[config.mk]
export PLATFORM = sky130hd
export DESIGN_NAME = ifetch_flat
export DESIGN_NICKNAME = d
export VERILOG_FILES = /design/src/rtl/ifetch_if.sv /design/src/rtl/ifetch.sv /design/src/flat_wrapper.sv
export SDC_FILE = /design/constraint.sdc
export NUM_CORES = 1
export LEC_CHECK = 0
export BUFFER_PORTS_ARGS = -buffer_cell sky130_fd_sc_hd__clkbuf_2
export CAP_MARGIN = 0
export CORE_MARGIN = 3
export CORE_UTILIZATION = 25
export DETAILED_ROUTE_END_ITERATION = 8
export PLACE_DENSITY = 0.49
export SLEW_MARGIN = 20
export SYNTH_ARGS = -nofsm -noshare
export SYNTH_HDL_FRONTEND = slang
export SYNTH_SLANG_ARGS = --single-unit
[constraint.sdc]
create_clock -name clk -period 1.7 [get_ports clk]
set_input_delay 0.085 -clock clk [delete_from_list [all_inputs] [get_ports clk]]
set_output_delay 0.085 -clock clk [all_outputs]
set_load 0.01 [all_outputs]
[src/rtl/ifetch_if.sv]
// ============================================================================
// Module   : ifetch_if
// Brief    : Instruction-memory read bus between ifetch and instruction memory.
// Revision : 1.0 - initial release
// ============================================================================
`default_nettype none

interface ifetch_if;
    logic [15:0] mem_address;
    logic        mem_read;
    logic        mem_resp;
    logic [15:0] mem_rdata;

    modport master (
        output mem_address,
        output mem_read,
        input  mem_resp,
        input  mem_rdata
    );

    modport slave (
        input  mem_address,
        input  mem_read,
        output mem_resp,
        output mem_rdata
    );
endinterface

`default_nettype wire

[src/rtl/ifetch.sv]
// ============================================================================
// Module   : ifetch
// Brief    : LC-3b instruction fetch unit; owns the PC, reads instruction
//            memory and hands each word to the IR with a one-cycle load pulse.
// Revision : 1.0 - initial release
// ============================================================================
`default_nettype none

module ifetch #(
    parameter logic [15:0] RESET_PC = 16'h0000
) (
    input  wire logic        clk,
    input  wire logic        reset,
    input  wire logic        fetch_req,
    input  wire logic        pc_load,
    input  wire logic [15:0] pc_in,
    ifetch_if.master         mem,
    output logic      [15:0] ir_word,
    output logic             load_ir,
    output logic      [15:0] pc_out,
    output logic             busy
);

    localparam logic [15:0] c_PC_START = RESET_PC & 16'hFFFE;

    typedef enum logic [1:0] {
        IDLE    = 2'd0,
        REQ     = 2'd1,
        DELIVER = 2'd2,
        GAP     = 2'd3
    } state_t;

    state_t      r_state;
    state_t      w_next_state;
    logic [15:0] r_pc;
    logic [15:0] r_addr;
    logic [15:0] r_ir;
    logic        r_squash;
    logic        w_mem_read;
    logic        w_load_ir;
    logic        w_busy;
    logic [15:0] w_target;

    assign w_target = pc_in & 16'hFFFE;

    always_ff @(posedge clk or posedge reset) begin
        if (reset) begin
            r_state <= IDLE;
        end else begin
            r_state <= w_next_state;
        end
    end

    // Strobes decode straight from the state so reset drops them immediately.
    always_comb begin
        w_next_state = r_state;
        w_mem_read   = 1'b0;
        w_load_ir    = 1'b0;
        w_busy       = 1'b1;
        case (r_state)
            IDLE: begin
                w_busy = 1'b0;
                if (fetch_req) begin
                    w_next_state = REQ;
                end
            end
            REQ: begin
                w_mem_read = 1'b1;
                if (mem.mem_resp) begin
                    w_next_state = (r_squash || pc_load) ? GAP : DELIVER;
                end
            end
            DELIVER: begin
                w_load_ir    = 1'b1;
                w_next_state = IDLE;
            end
            GAP: begin
                w_next_state = REQ;
            end
            default: begin
                w_next_state = IDLE;
            end
        endcase
    end

    always_ff @(posedge clk or posedge reset) begin
        if (reset) begin
            r_pc     <= c_PC_START;
            r_addr   <= c_PC_START;
            r_ir     <= 16'h0000;
            r_squash <= 1'b0;
        end else begin
            case (r_state)
                IDLE: begin
                    if (pc_load) begin
                        r_pc <= w_target;
                    end
                    if (fetch_req) begin
                        r_addr <= pc_load ? w_target : r_pc;
                    end
                end
                REQ: begin
                    if (mem.mem_resp) begin
                        if (r_squash || pc_load) begin
                            // Stale word: drop it, PC already holds (or now takes) the redirect.
                            r_squash <= 1'b0;
                            if (pc_load) begin
                                r_pc <= w_target;
                            end
                        end else begin
                            r_ir <= mem.mem_rdata;
                            r_pc <= r_addr + 16'd2;
                        end
                    end else if (pc_load) begin
                        r_squash <= 1'b1;
                        r_pc     <= w_target;
                    end
                end
                DELIVER: begin
                    if (pc_load) begin
                        r_pc <= w_target;
                    end
                end
                GAP: begin
                    r_addr <= pc_load ? w_target : r_pc;
                    if (pc_load) begin
                        r_pc <= w_target;
                    end
                end
                default: begin
                    r_squash <= 1'b0;
                end
            endcase
        end
    end

    assign mem.mem_read    = w_mem_read;
    assign mem.mem_address = r_addr;
    assign load_ir         = w_load_ir;
    assign busy            = w_busy;
    assign ir_word         = r_ir;
    assign pc_out          = r_pc;

endmodule

`default_nettype wire

[src/flat_wrapper.sv]
// flat-port wrapper written by rule: the top's interface ports become plain ports
module ifetch_flat 
#(
    parameter logic [15:0] RESET_PC = 16'h0000
)
  (clk, reset, fetch_req, pc_load, pc_in, ir_word, load_ir, pc_out, busy, mem_mem_address, mem_mem_read, mem_mem_resp, mem_mem_rdata);
  ifetch_if mem_i ();
  input  wire logic clk;
  input  wire logic reset;
  input  wire logic fetch_req;
  input  wire logic pc_load;
  input  wire logic [15:0] pc_in;
  output logic      [15:0] ir_word;
  output logic load_ir;
  output logic      [15:0] pc_out;
  output logic busy;
  output wire logic [$bits(mem_i.mem_address)-1:0] mem_mem_address;
  output wire logic [$bits(mem_i.mem_read)-1:0] mem_mem_read;
  input wire logic [$bits(mem_i.mem_resp)-1:0] mem_mem_resp;
  input wire logic [$bits(mem_i.mem_rdata)-1:0] mem_mem_rdata;
  assign mem_mem_address = mem_i.mem_address;
  assign mem_mem_read = mem_i.mem_read;
  assign mem_i.mem_resp = mem_mem_resp;
  assign mem_i.mem_rdata = mem_mem_rdata;
  ifetch #(.RESET_PC(RESET_PC)) u_core (.clk(clk), .reset(reset), .fetch_req(fetch_req), .pc_load(pc_load), .pc_in(pc_in), .mem(mem_i), .ir_word(ir_word), .load_ir(load_ir), .pc_out(pc_out), .busy(busy));
endmodule
Yosys cells after proc, flatten, opt, wreduce, memory -nomap -nowiden
Index checks and enable logic that the tools add are counted.
{ "word_totals": {"elab_cells": 38, "regBits": 51, "input_bits": 37, "out_inout_bits": 51} }
{ "classes": {"n_reduce_logical": 9, "n_bitwise": 1, "n_mux": 16, "eq_ne": 6, "add_sub_neg": 1} }
{ "ops": {"columns": ["cell", "count"], "rows": [
  ["$mux W16", 4],
  ["$pmux W16 S2", 2],
  ["$add A16 B2 Y16 const B", 1],
  ["$pmux W2 S4", 1],
  ["$mux W1", 7],
  ["$reduce_and A3 Y1", 2],
  ["$eq A2 B2 Y1 const B", 2],
  ["$mux W2", 2],
  ["$ne A2 B2 Y1 const B", 2],
  ["$reduce_and A2 Y1", 2],
  ["$reduce_bool A2 Y1", 2],
  ["$reduce_or A3 Y1", 1],
  ["$eq A2 B1 Y1 const B", 1],
  ["$logic_not A2 Y1", 1],
  ["$ne A2 B1 Y1 const B", 1],
  ["$logic_or A1 B1 Y1", 1],
  ["$not A1 Y1", 1]
]} }

Logic depth before layout (Yosys ltp)
{ "logic_depth": {"word_depth": 4, "mapped_depth": 6, "mapped_depth_nobuf": 5} }

Worst setup path after synthesis
Ideal clock, no wire load.
{ "synth_path": {"kind": "register to register", "from": "register u_core.r_addr[1], in the netlist u_core.mem.mem_address[1]", "to": "register u_core.r_pc[15], in the netlist u_core.pc_out[15]", "setup_ns": 0.123, "required_time_ns": 1.577, "path_buffers": 0, "arrival_time_ns": 1.297, "setup_slack_ns": 0.281, "path_stages_with_launch": 6, "period_less_slack_ns": 1.419, "cell_sequence": "dfrtp_1 ha_1 nand2_1 nor2_1 a311o_1 o221a_2"} }
{ "synth_via": {"elab_chain_cells": 4} }
{ "synth_lines": {"columns": ["element", "line", "rtl"], "rows": [
  ["start, declared", "ifetch.sv:36", "logic [15:0] r_addr;"],
  ["start signal, assigned", "ifetch.sv:89", "r_addr <= c_PC_START;"],
  ["start signal, assigned", "ifetch.sv:99", "r_addr <= pc_load ? w_target : r_pc;"],
  ["start signal, assigned", "ifetch.sv:125", "r_addr <= pc_load ? w_target : r_pc;"],
  ["$add A16 B2 Y16", "ifetch.sv:112", "r_pc <= r_addr + 16'd2;"],
  ["$mux W16", "ifetch.sv:104", "if (r_squash || pc_load) begin"],
  ["$mux W16", "ifetch.sv:103", "if (mem.mem_resp) begin"],
  ["$pmux W16 S2", "ifetch.sv:93", "case (r_state)"],
  ["end signal, assigned", "ifetch.sv:96", "r_pc <= w_target;"],
  ["end signal, assigned", "ifetch.sv:108", "r_pc <= w_target;"],
  ["end signal, assigned", "ifetch.sv:112", null],
  ["end, declared", "ifetch.sv:35", "logic [15:0] r_pc;"]
]} }
No other way between the ends.
A chain may end at the register's enable or synchronous reset.

Worst setup path after layout
{ "layout_path": {"from": "register u_core.r_state[1]", "to": "register u_core.r_pc[15], in the netlist u_core.pc_out[15]"} }
{ "layout_via": {"elab_chain_cells": 3, "elab_cells_between_ends": 6, "cone_classes": "eq/ne: 3; mux: 1; reduce/logical: 2"} }
{ "layout_lines": {"columns": ["element", "line", "rtl"], "rows": [
  ["start, declared", "ifetch.sv:33", "state_t r_state;"],
  ["start signal, assigned", "ifetch.sv:50", "r_state <= w_next_state;"],
  ["$eq A2 B2 Y1 or $logic_not A2 Y1 (tied branches)", "ifetch.sv:93", null],
  ["$reduce_or A3 Y1 (no source line)", null, null],
  ["$pmux W16 S2 (*)", "ifetch.sv:93", null],
  ["end signal, assigned", "ifetch.sv:88", "r_pc <= c_PC_START;"],
  ["end signal, assigned", "ifetch.sv:96", null],
  ["end signal, assigned", "ifetch.sv:108", null]
]} }
Every way passes the cells marked *; elsewhere a longest branch is shown, timed or not.

==> results.toml <==
[floorplanning]
ioPinCount = 88
die_height_um = 102.4
start_util_pct = 26.15
die_x_um = 102.4
fp.dieArea_mm2 = 0.01049
core-area_mm2 = 0.008891
rows = 34

[synth]
synth_common_cells = "nand2_1, dfrtp_1, mux2i_1, nor2_1, a21oi_1"
syn_nets = 269
syn_avg_cell_area_um2 = 10.06
synth-seq-cells = 51
ys.flop_type = "dfrtp_1"
synth_area_leader_cell = "dfrtp_1"
yosysSeqAreaShare_pct = 54.90
ys_warn_count = 0
synthArstFlopShare_pct = 100.0
synth_edf_count = 0
synthesis.area_mm2 = 0.002325
yosysMostFrequentCell = "nand2_1"
synth_cells = 231
synth_cell_types = 34
synth_area_leaders = "dfrtp_1, mux2i_1, nand2_1"
synth.top_cell.area_share_pct = 54.90

[timing]
finalCritPeriodShare_pct = 91.28
fin_setup_tns_ns = 0
max_freq_mhz = 644.4
fin_crit_ns = 1.552
skew_ns = 0.004297
maxSlewViolCount = 0
rsz0062_at_grt = "false"
slew_headroom_pct = 64.38
setup_violations = 0
hold_viol_final = 0
tightest_slew_ns = 0.5336

[worst_hold_path]
hp-class = "in2reg"
min_delay_path_depth = 3

[grt]
grt_max_degree = 29
grt_overflow = 0
grt_pass1_wl_mm = 10.02
busiest_layer = "met2"
antenna_found_initial = 0
grt_use_met1_pct = 16.52
use_met2_pct = 19.91
track_usage_pct = 12.30
grt_pass1_vias = 1954
gr-usage-met3_pct = 3.072

[pwr]
p_int_w = 0.003048
switchingPower_w = 0.002076
power_w = 0.005124
irDropWorstVdd_mv = 0.6225
swShare_pct = 40.51
leakagePower_nw = 1.595
power_density_mw_per_mm2 = 1598
combPwrFrac_pct = 45.4
pwr-share-clk_pct = 13.3
seqPwrFrac_pct = 41.3

[final_layout]
diodes = 0
final_layout_size_suffix_gt1_share_pct = 33.82
final_nets = 380
area_delta_synth_final_pct = 37.89
design_area_mm2 = 0.003206

[setup_path]
crit_type = "reg2reg"
cp-end-kind = "register"
start_kind = "register"
r2r_cells = 4
crit_required_ns = 1.89
critPathArrivalTime_ns = 1.75
cp_max_fo = 6

[drt]
drt_pass1_iterations = 4
vias = 1970
drc = 0
viasPerCell = 4.368
ant_nets = 0
drt-total-wl_mm = 6.150
wl_per_cell_um = 13.64
drtIter0Drc = 43

[placed_design]
io_buffer_count = 86
placed_cell_area_mm2 = 0.002952
dp_hpwl_mm = 4.533
routabilityCongestion = 0.7167

[clock_tree]
cts_buffers = 5
clock-sinks = 51
postCtsSetupBuffers = 0
clkTransAtPathRegs_ns = 0.09
clock-root-buffer = "clkbuf_8"
htree_levels = 2
clock_latency_ns = 0.30
cts_tree = "yes"
ctsLongestPathBuffers = 2

[flow_run]
cap_viol_max_count = 0

[run_status]
status = "complete, no violations"
[layout by cell type (no fill, tap or decap), types with 2 or more instances in the layout]
cell,Yosys,layout
clkbuf_1,1,2
xnor2_1,8,8
buf_4,2,10
a211oi_1,2,2
mux2i_1,23,23
clkbuf_8,0,5
clkbuf_2,1,86
dfrtp_1,51,51
nor2_1,23,22
nand2_1,55,55
buf_12,0,3
a21oi_1,22,22
dlygate4sd3_1,0,17
nor3_1,4,3
mux2_2,2,2
inv_1,5,4
nor4_1,2,2
nand2b_1,2,2
nand3_1,3,3
or2_2,2,2
[sequential cells by signal (all words and copies together), names as in the netlist]
signal                  flops
u_core.r_state              2
u_core.pc_out              16
u_core.r_squash             1
u_core.mem.mem_address     16
u_core.ir_word             16
[power by group through the flow]
stage	Sequential, W	Clock, W	Combinational [W]
finish	0.00212	0.000681	0.00233
CTS	0.00213	0.000723	0.00237
global placement	0.00214	0	0.00231
detailed placement	0.00215	0	0.00233
global route	0.00220	0.000773	0.00261
floorplan	0.00234	0	0.00111
[layout make-up]
type | instances | area [µm²]
clock buffer | 7 | 76.32
clock inverter | 1 | 5.005
fill | 915 | 5685
inverter | 5 | 18.77
multi-input combinational | 163 | 958.4
sequential | 51 | 1276
tap | 108 | 135.1
timing repair buffer | 116 | 735.7
[metrics by stage]
step / std cells / utilization, % / hold WS [ns] / setup WS [ns]
after floorplan: 231 / - / 0.1904 / 0.2805
after global placement: 426 / 33.20 / 0.1512 / 0.1659
after detailed placement: 426 / 33.20 / 0.1463 / 0.1438
after CTS: 451 / 36.03 / 0.06867 / 0.1367
after global routing: 451 / 36.05 / 0.09813 / 0.08475
final: 451 / 36.05 / 0.08607 / 0.1482
[worst max-delay path, cell delays in order, from the launching register on]
cell and delay, ns:
dfrtp_1 0.42, nand3b_1 0.23, or3_4 0.40, a311o_1 0.28, o221a_2 0.12
[final timing paths]
| check | startpoint | to | slack (ns) |
|---|---|---|---|
| min in group asynchronous | reset | u_core.ir_word[2]$_DFFE_PP0P_ | 0.36 |
| min | fetch_req | u_core.r_state[0]$_DFFE_PP0P_ | 0.09 |
| max in group asynchronous | reset | u_core.pc_out[14]$_DFF_PP0_ | 0.80 |
| max reg2reg | u_core.r_state[1]$_DFFE_PP0P_ | u_core.pc_out[15]$_DFF_PP0_ | 0.15 |
| max | u_core.r_state[1]$_DFFE_PP0P_ | u_core.pc_out[15]$_DFF_PP0_ | 0.15 |
| min reg2reg | u_core.ir_word[14]$_DFFE_PP0P_ | u_core.ir_word[14]$_DFFE_PP0P_ | 0.48 |
[cell families after synthesis]
family          count (synthesis)  synth area share (%)
simple gates                   98                 18.62
flops                          51                 54.90
compound gates                 30                 7.320
mux                            25                 10.87
buf+inv                        17                 4.359
xor+xnor                        9                 3.391
fa+ha+maj                       1                0.5381
[timing repair]
action | 4_1_cts | 5_1_grt
hold buffers | 17 | 0
gates resized for setup | 0 | 1
hold endpoints to repair | 39 | 0
endpoints found under the setup margin | 0 | 1
[layer usage]
layer,vias up,part of all wire (%),wire length (µm)
li1,988,-,-
met1,933,48,2945
met2,47,48,2934
met3,2,3.9,242
met4,0,0.46,28
met5,-,0,0
(Power assumes the default switching activity.)
